$ cat config.mk
export PLATFORM = sky130hd
export DESIGN_NAME = wf_sequencer
export DESIGN_NICKNAME = d
export VERILOG_FILES = /design/src/rtl/wf_sequencer.sv
export SDC_FILE = /design/constraint.sdc
export NUM_CORES = 1
export LEC_CHECK = 0
export ABC_CLOCK_PERIOD_IN_PS = 5500
export CORE_MARGIN = 2
export CORE_UTILIZATION = 65
export DETAILED_ROUTE_END_ITERATION = 6
export DONT_BUFFER_PORTS = 1
export PLACE_DENSITY = 0.81
export SKIP_LAST_GASP = 1
export SLEW_MARGIN = 0
export SYNTH_ARGS = -nofsm -noshare
export SYNTH_HDL_FRONTEND = slang
export SYNTH_SLANG_ARGS = --single-unit
$ cat constraint.sdc
create_clock -name i_clk -period 5.5 [get_ports i_clk]
set_input_delay 0.825 -clock i_clk [delete_from_list [all_inputs] [get_ports i_clk]]
set_output_delay 0.825 -clock i_clk [all_outputs]
set_load 0.05 [all_outputs]
$ cat src/rtl/wf_sequencer.sv
`default_nettype none
// ============================================================================
// Module   : wf_sequencer
// Brief    : Waveform table playback from a 1-cycle-latency RAM port. Supports
//            loop, one-shot and repeat-N modes with half and wrap interrupts.
//            Optional macro WF_SEQ_HOLD_LAST_EN keeps the last sample visible
//            after DONE or abort.
// Revision : 1.0 - initial release
// ============================================================================
module wf_sequencer #(
    parameter int ADDR_W = 10,
    parameter int DATA_W = 32,
    parameter int CNT_W  = 32
) (
    input  logic              i_clk,
    input  logic              i_rst,
    input  logic              i_clr,
    input  logic              i_start,
    input  logic [1:0]        i_mode,
    input  logic [ADDR_W:0]   i_length,
    input  logic [ADDR_W-1:0] i_half,
    input  logic [15:0]       i_repeat,
    input  logic              i_tick,
    output logic              o_ce,
    output logic [ADDR_W-1:0] o_addr,
    input  logic [DATA_W-1:0] i_ram_dout,
    output logic [DATA_W-1:0] o_sample,
    output logic              o_sample_valid,
    output logic              o_int_half,
    output logic              o_int_wrap,
    output logic              o_busy,
    output logic              o_done,
    output logic              o_overrun,
    output logic              o_cfg_err,
    output logic [CNT_W-1:0]  o_pass_count,
    output logic [2:0]        o_state
);

    typedef enum logic [2:0] {
        S_IDLE  = 3'd0,
        S_FETCH = 3'd1,
        S_WAIT  = 3'd2,
        S_RUN   = 3'd3,
        S_DONE  = 3'd4
    } state_t;

    localparam logic [ADDR_W:0]   c_max_len      = {1'b1, {ADDR_W{1'b0}}};
    localparam logic [ADDR_W:0]   c_len_one      = 1;
    localparam logic [ADDR_W-1:0] c_addr_one     = 1;
    localparam logic [CNT_W-1:0]  c_cnt_one      = 1;
    localparam logic [1:0]        c_mode_oneshot = 2'd1;
    localparam logic [1:0]        c_mode_repeat  = 2'd2;

    state_t              r_state;
    state_t              w_state_next;
    logic                r_start_d;
    logic [1:0]          r_mode;
    logic [ADDR_W:0]     r_length;
    logic [ADDR_W-1:0]   r_half;
    logic [15:0]         r_repeat;
    logic [ADDR_W-1:0]   r_addr;
    logic [DATA_W-1:0]   r_prefetch;
    logic [DATA_W-1:0]   r_sample;
    logic                r_valid;
    logic                r_int_half;
    logic                r_int_wrap;
    logic                r_overrun;
    logic                r_cfg_err;
    logic                r_done_dly;
    logic [CNT_W-1:0]    r_pass_count;

    logic                w_start_rise;
    logic                w_cfg_bad;
    logic                w_go;
    logic                w_last;
    logic                w_final;
    logic                w_emit;
    logic                w_abort;
    logic [15:0]         w_rep;
    logic [CNT_W-1:0]    w_pass_inc;

    always_comb begin
        w_start_rise = i_start & ~r_start_d;
        w_cfg_bad    = (i_length == '0) || (i_length > c_max_len);
        w_go         = (r_state == S_IDLE) && w_start_rise && !w_cfg_bad;
        w_last       = ({1'b0, r_addr} == (r_length - c_len_one));
        w_rep        = (r_repeat == 16'd0) ? 16'd1 : r_repeat;
        w_pass_inc   = r_pass_count + c_cnt_one;
        w_final      = (r_mode == c_mode_oneshot) ||
                       ((r_mode == c_mode_repeat) && (w_pass_inc == CNT_W'(w_rep)));
        // Dropping i_start beats a same-cycle tick.
        w_emit       = (r_state == S_RUN) && i_tick && i_start;
        w_abort      = !i_start && ((r_state == S_FETCH) || (r_state == S_WAIT) ||
                                    (r_state == S_RUN));
    end

    always_comb begin
        w_state_next = r_state;
        o_ce         = 1'b0;
        o_busy       = 1'b0;
        case (r_state)
            S_IDLE: begin
                if (w_go) w_state_next = S_FETCH;
            end
            S_FETCH: begin
                o_ce         = 1'b1;
                o_busy       = 1'b1;
                w_state_next = i_start ? S_WAIT : S_IDLE;
            end
            S_WAIT: begin
                o_busy       = 1'b1;
                w_state_next = i_start ? S_RUN : S_IDLE;
            end
            S_RUN: begin
                o_busy = 1'b1;
                if (!i_start)    w_state_next = S_IDLE;
                else if (i_tick) w_state_next = (w_last && w_final) ? S_DONE : S_FETCH;
            end
            S_DONE: begin
                if (!i_start) w_state_next = S_IDLE;
            end
            default: w_state_next = S_IDLE;
        endcase
    end

    always_ff @(posedge i_clk or negedge i_rst) begin
        if (!i_rst) begin
            r_state      <= S_IDLE;
            r_start_d    <= 1'b0;
            r_mode       <= '0;
            r_length     <= '0;
            r_half       <= '0;
            r_repeat     <= '0;
            r_addr       <= '0;
            r_prefetch   <= '0;
            r_sample     <= '0;
            r_valid      <= 1'b0;
            r_int_half   <= 1'b0;
            r_int_wrap   <= 1'b0;
            r_overrun    <= 1'b0;
            r_cfg_err    <= 1'b0;
            r_done_dly   <= 1'b0;
            r_pass_count <= '0;
        end else if (i_clr) begin
            r_state      <= S_IDLE;
            r_start_d    <= 1'b0;
            r_mode       <= '0;
            r_length     <= '0;
            r_half       <= '0;
            r_repeat     <= '0;
            r_addr       <= '0;
            r_prefetch   <= '0;
            r_sample     <= '0;
            r_valid      <= 1'b0;
            r_int_half   <= 1'b0;
            r_int_wrap   <= 1'b0;
            r_overrun    <= 1'b0;
            r_cfg_err    <= 1'b0;
            r_done_dly   <= 1'b0;
            r_pass_count <= '0;
        end else begin
            r_state    <= w_state_next;
            r_start_d  <= i_start;
            r_valid    <= w_emit;
            r_int_half <= w_emit && (r_addr == r_half);
            r_int_wrap <= w_emit && w_last;
            // Delays o_done one cycle so it follows the final sample pulse.
            r_done_dly <= (r_state == S_DONE);

            if (!i_start) begin
                r_cfg_err <= 1'b0;
            end else if ((r_state == S_IDLE) && w_start_rise) begin
                r_cfg_err <= w_cfg_bad;
            end

            if (w_go) begin
                r_mode       <= i_mode;
                r_length     <= i_length;
                r_half       <= i_half;
                r_repeat     <= i_repeat;
                r_addr       <= '0;
                r_pass_count <= '0;
                r_overrun    <= 1'b0;
            end else if (((r_state == S_FETCH) || (r_state == S_WAIT)) && i_tick) begin
                r_overrun <= 1'b1;
            end

            if (r_state == S_WAIT) begin
                r_prefetch <= i_ram_dout;
            end

            if (w_emit) begin
                if (w_last) begin
                    r_addr       <= '0;
                    r_pass_count <= w_pass_inc;
                end else begin
                    r_addr <= r_addr + c_addr_one;
                end
            end

            if (w_emit) begin
                r_sample <= r_prefetch;
            end else if (w_go) begin
                r_sample <= '0;
            end
`ifndef WF_SEQ_HOLD_LAST_EN
            else if (w_abort || (r_state == S_DONE)) begin
                r_sample <= '0;
            end
`endif
        end
    end

    assign o_addr         = r_addr;
    assign o_sample       = r_sample;
    assign o_sample_valid = r_valid;
    assign o_int_half     = r_int_half;
    assign o_int_wrap     = r_int_wrap;
    assign o_done         = (r_state == S_DONE) && r_done_dly;
    assign o_overrun      = r_overrun;
    assign o_cfg_err      = r_cfg_err & i_start;
    assign o_pass_count   = r_pass_count;
    assign o_state        = r_state;

endmodule
`default_nettype wire
; ---- After elaboration in Yosys (flattened, before gate mapping)
; Index checks and enable logic that the tools add are counted.
[word_totals]
latch_bits = 0
wordCells = 109
regBits = 155
memories = 0
romBits = 0
mem_bits_rw = 0
inputBits = 76
output_inout_bits = 85
[classes]
n_eq_ne = 13
div_mod_pow = 0
n_mux = 45
n_reduce_logical = 28
shift = 0
mul = 0
add_sub_neg = 3
magnitude_cmp = 1
n_bitwise = 3
[ops]
columns = op, n
row1 = $mux W32, 10
row2 = $mux W10, 6
row3 = $mux W16, 3
row4 = $add A32 B1 Y32 const B, 1
row5 = $eq A32 B16 Y1, 1
row6 = $mux W11, 2
row7 = $mux W3, 6
row8 = $logic_not A16 Y1, 1
row9 = $pmux W3 S5, 1
row10 = $mux W1, 13
row11 = $eq A10 B11 Y1, 1
row12 = $gt A11 B11 Y1 const B, 1
row13 = $logic_and A1 B1 Y1, 11
row14 = $logic_not A11 Y1, 1
row15 = $sub A11 B1 Y11 const B, 1
row16 = $add A10 B1 Y10 const B, 1
row17 = $eq A10 B10 Y1, 1
row18 = $mux W2, 4
row19 = $eq A3 B2 Y1 const B, 2
row20 = $ne A3 B3 Y1 const B, 2
row21 = $reduce_bool A3 Y1, 2
row22 = $logic_or A1 B1 Y1, 5
row23 = $ne A4 B4 Y1 const B, 1
row24 = $reduce_bool A2 Y1, 2
row25 = other kinds (12), 14

; ---- Depth between registers and ports, before layout
[depth]
depth_word = 11
mapped_depth = 12
ltp_nobuf = 10

; ---- Least setup slack after synthesis
; Ideal clock, no wire load.
[synth_path]
path_kind = register to register
startpoint = reg r_pass_count[0] (netlist: o_pass_count[0])
endpoint = reg r_state[0] (netlist: o_state[0])
t_required_ns = 5.376
period_less_slack_ns = 3.511
setup_time_ns = 0.124
n_path_buf = 1
setup_slack_ns = 1.989
path_stages_with_launch = 10
arrival_ns = 3.387
path_cell_list = dfrtp_1 -> buf_2 -> nand4_2 -> or4_4 -> mux2_4 -> or4_1 -> nor4_1 -> nand4_1 -> o32a_1 -> o31a_1
[synth_between]
elab_chain_len = 10
[synth_lines]
columns = element, line_no
row1 = "start, declared", 70  ; logic [CNT_W-1:0] r_pass_count;
row2 = "start signal, assigned", 195  ; r_pass_count <= w_pass_inc;
row3 = $add A32 B1 Y32, 88  ; w_pass_inc = r_pass_count + c_cnt_one;
row4 = $eq A32 B16 Y1, 90  ; ((r_mode == c_mode_repeat) && (w_pass_inc == CNT_W'(w_rep)));
row5 = $logic_and A1 B1 Y1, 90
row6 = $logic_or A1 B1 Y1, 89  ; w_final = (r_mode == c_mode_oneshot) ||
row7 = $logic_and A1 B1 Y1, 117  ; else if (i_tick) w_state_next = (w_last && w_final) ? S_DONE : S_FETCH;
row8 = $mux W3 (2 in series), 117
row9 = $mux W3, 116  ; if (!i_start) w_state_next = S_IDLE;
row10 = $pmux W3 S5, 101  ; case (r_state)
row11 = $mux W3, 144  ; end else if (i_clr) begin
row12 = "end signal, assigned", 162  ; r_state <= w_state_next;
row13 = "end, declared", 54  ; state_t r_state;
; No other way between the ends. The select of a mux whose other input is x is not followed.
; A chain may end at the register's enable or synchronous reset.

; ---- Worst setup path after layout
; Ends and elaborated chain as after synthesis.

==> impl_results.md <==
* Status: finished clean
* CTS Hold Bufs at 0
* Vias in the first global route at 6535
* R2R Setup Slk at between 1 and 1.5 ns
* Ys flop type: dfrtp_1
* Post-synth top area cell: dfrtp_1
* Syn avg cell area at approximately 9.4 um2
* Worst EP arrival at between 4 and 5 ns
* Ranking of synthesized cells by area: dfrtp_1 49%, a22o_1 7.3%, nand2_1 5.2%
* Final min period at 4.09 ns
* Clock Skew at 0.00594 ns
* CTS tree: done
* Final Util at 71.4%
* Cell Rows at 40
* RR Endpoint: o_state[0]
* 1st-pass router iterations at 6
* Routability cong. at 0.980
* Crit path capture type: flip-flop
* ANT cells at 0
* Final setup fails at 0
* Hold Violations, Final at 0
* Fraction of the yosys area taken by sequential cells at 48.8%
* Crit path required time at 5.81 ns
* Worst Hold Class: input port to async pin
* Cell with the most instances after synthesis: dfrtp_1
* Initial antenna violation count at 0
* Worst Reg-to-Reg Cells at 9
* Fillcell total at 890
* Maximum VDD drop at 269 uV
* Slew @ Worst Pin at 1.02 ns
* R2r startpoint: o_pass_count[0]
* Dpl hpwl at ~14 mm
* Clock root buffer: clkbuf_16
* Detail Route Antenna Nets at 0
* Initial DRC count at 877
* Max Clk Rate at 244 MHz
* DRC at 0
* CTS Buffer Depth at 2
* CTS Buf Count at 17
* Synth Register Bits at 155
* Wire per inst at about 22 um
* Post-synth ARST share at 100%
* Post-Syn Nets at a little over 900
* WHS at 0.0900 ns
* Skew-Pair Late Insertion Delay at 0.43 ns
* Vias post-DR at 6759
* Clk sinks at 155
* Setup TNS at 0 ns
* Maxcap violations at 0
* Crit-path max FO at 12
* Postcts setup bufs at 0
* Largest net degree at the start of global routing at 156
* Nets@finish at 890
* Synth Warn # at 0
* Gate Count Post-Synth at 846
* Layout cells sized above 1 at 6.67%
* Register clock-pin slew on the reported worst setup and hold paths at around 0.06 ns
* Fin crit share at 74.4%
* Max H-tree Level at 4
* Leakage power at 0.00368 uW
* Die area at about 13000 um2
* Top cell type's share of synthesized area at 48.8%
* Synth cell count leaders: 155 x dfrtp_1, 110 x nand2_1, 66 x a22o_1
* Synth cell types at 59
* Placeable Area at 12000 um2
* RSZ-0062 raised after global routing: no
* Startpoint Class: flip-flop
* Starting Density at about two thirds
* Vias per inst at 6.96
* EDFF count, synth at 0
* GRT Resource Usage Total at 33.5%
* Cell Area, Synth at 7940 um2
* Area grow syn2layout at 7.48%
* Total power at 2440 uW
* Post-CTS sizing at 0
* Pwr dens at 286 nW/um2
* Port Buffers at 0
* Crit Path Category: flip-flop to flip-flop
* Chip Height at 115 um
* Slew Limit Fails at 0
* I/O Pins at roughly 160
* Gr ovfl total at 0
* Rel. slew slack at 32.0%
* First-pass GRT wire length at 34.3 mm
* Die Width at 115 um
* Post-Route WL at between 20 and 25 mm
layer usage:
layer | wire (um) | global-route usage (%) | up-vias | part of all wire, %
met2 | 10200 | 53.2 | 339 | 48
met5 | 0 | 0 | - | 0
met1 | 8540 | 44.8 | 3341 | 40
li1 | - | - | 3033 | -
met3 | 1870 | 8.89 | 46 | 8.8
met4 | 523 | 11.7 | 0 | 2.5
metrics by stage:
step | setup WS, ns | area, um2 | cells
finish | 1.41 | 8540 | 971
global route | 1.24 | 8540 | 971
CTS | 1.56 | 8540 | 971
detailed placement | 1.59 | 7970 | 939
global placement | 1.71 | 7970 | 939
floorplan | 1.99 | 7940 | 846
flip-flops by register name, summed over array words and instances, names as in the netlist, 2 cells and up:
signal	count
o_pass_count	32
o_state	3
r_prefetch	32
r_mode	2
r_repeat	16
r_length	11
r_half	10
o_sample	32
o_addr	10
worst max path at each step:
| stage | startpoint | to | slack (ns) | cells after the start |
|---|---|---|---|---|
| global placement | o_pass_count[3] | o_state[0] | 1.71 | 8 |
| floorplan | o_pass_count[0] | o_state[0] | 1.99 | 9 |
| detailed placement | o_pass_count[3] | o_state[0] | 1.59 | 8 |
| global route | o_pass_count[0] | o_state[0] | 1.24 | 9 |
| CTS | o_pass_count[0] | o_state[0] | 1.56 | 9 |
| finish | o_pass_count[0] | o_state[0] | 1.41 | 9 |
power breakdown:
group | switching (uW) | internal (uW) | leakage, uW
clock | 497 | 644 | 0.000277
combinational | 76.1 | 47.1 | 0.00125
sequential | 21.8 | 1160 | 0.00215
total | 595 | 1850 | 0.00368
cells by family (layout without fill, tap and decap cells):
kind of cell	count (synthesis)	after routing	share of synthesized area, %
DFF	155	155	48.8
AOI/OAI and AO/OA	237	237	20.4
xor gates and xnor gates	43	43	4.74
muxes	5	5	0.693
buffers and inverters	79	57	3.83
and+or+nand+nor	324	324	21.1
adders and majority gates	3	3	0.473
layout by cell type, fill, tap and decap left out, types with 3 or more instances in the layout:
cell	instances
nor3b_1	4
inv_1	17
or2_2	3
o31ai_1	16
dfrtp_1	155
mux2i_1	4
inv_6	5
o21ai_0	52
xnor2_1	30
nor3_1	16
nor2_1	42
nand2b_1	8
and3_1	14
and4_1	8
nor4_1	19
nand4_1	20
xor2_1	13
or3_1	11
nand2_1	110
clkbuf_16	17
buf_4	8
ha_1	3
o211ai_1	3
a21oi_1	48
or4_1	6
a22o_1	66
a21boi_0	3
a31oi_1	19
and2_1	7
nor2b_1	12
and3b_1	3
a21o_1	3
nand3_1	26
final cells by class:
type / count / area (um2) / area share [%]
Inverter: 17 / 63.8 / 0.747
Multi-Input combinational cell: 612 / 3780 / 44.3
Clock buffer: 19 / 443 / 5.19
Timing Repair Buffer: 8 / 60.1 / 0.703
Tap cell: 147 / 184 / 2.15
Sequential cell: 155 / 3880 / 45.4
Clock inverter: 13 / 128 / 1.49
critical path: stages (launching register included):
cell	delay [ns]
dfrtp_1	0.85
ha_1	0.39
nand3_1	0.31
nor4_1	0.83
nand4_1	0.22
xnor2_1	0.18
nor4_1	0.33
nand4_1	0.18
o32a_1	0.41
o31a_1	0.28
Power figures use the tool's default switching activity.
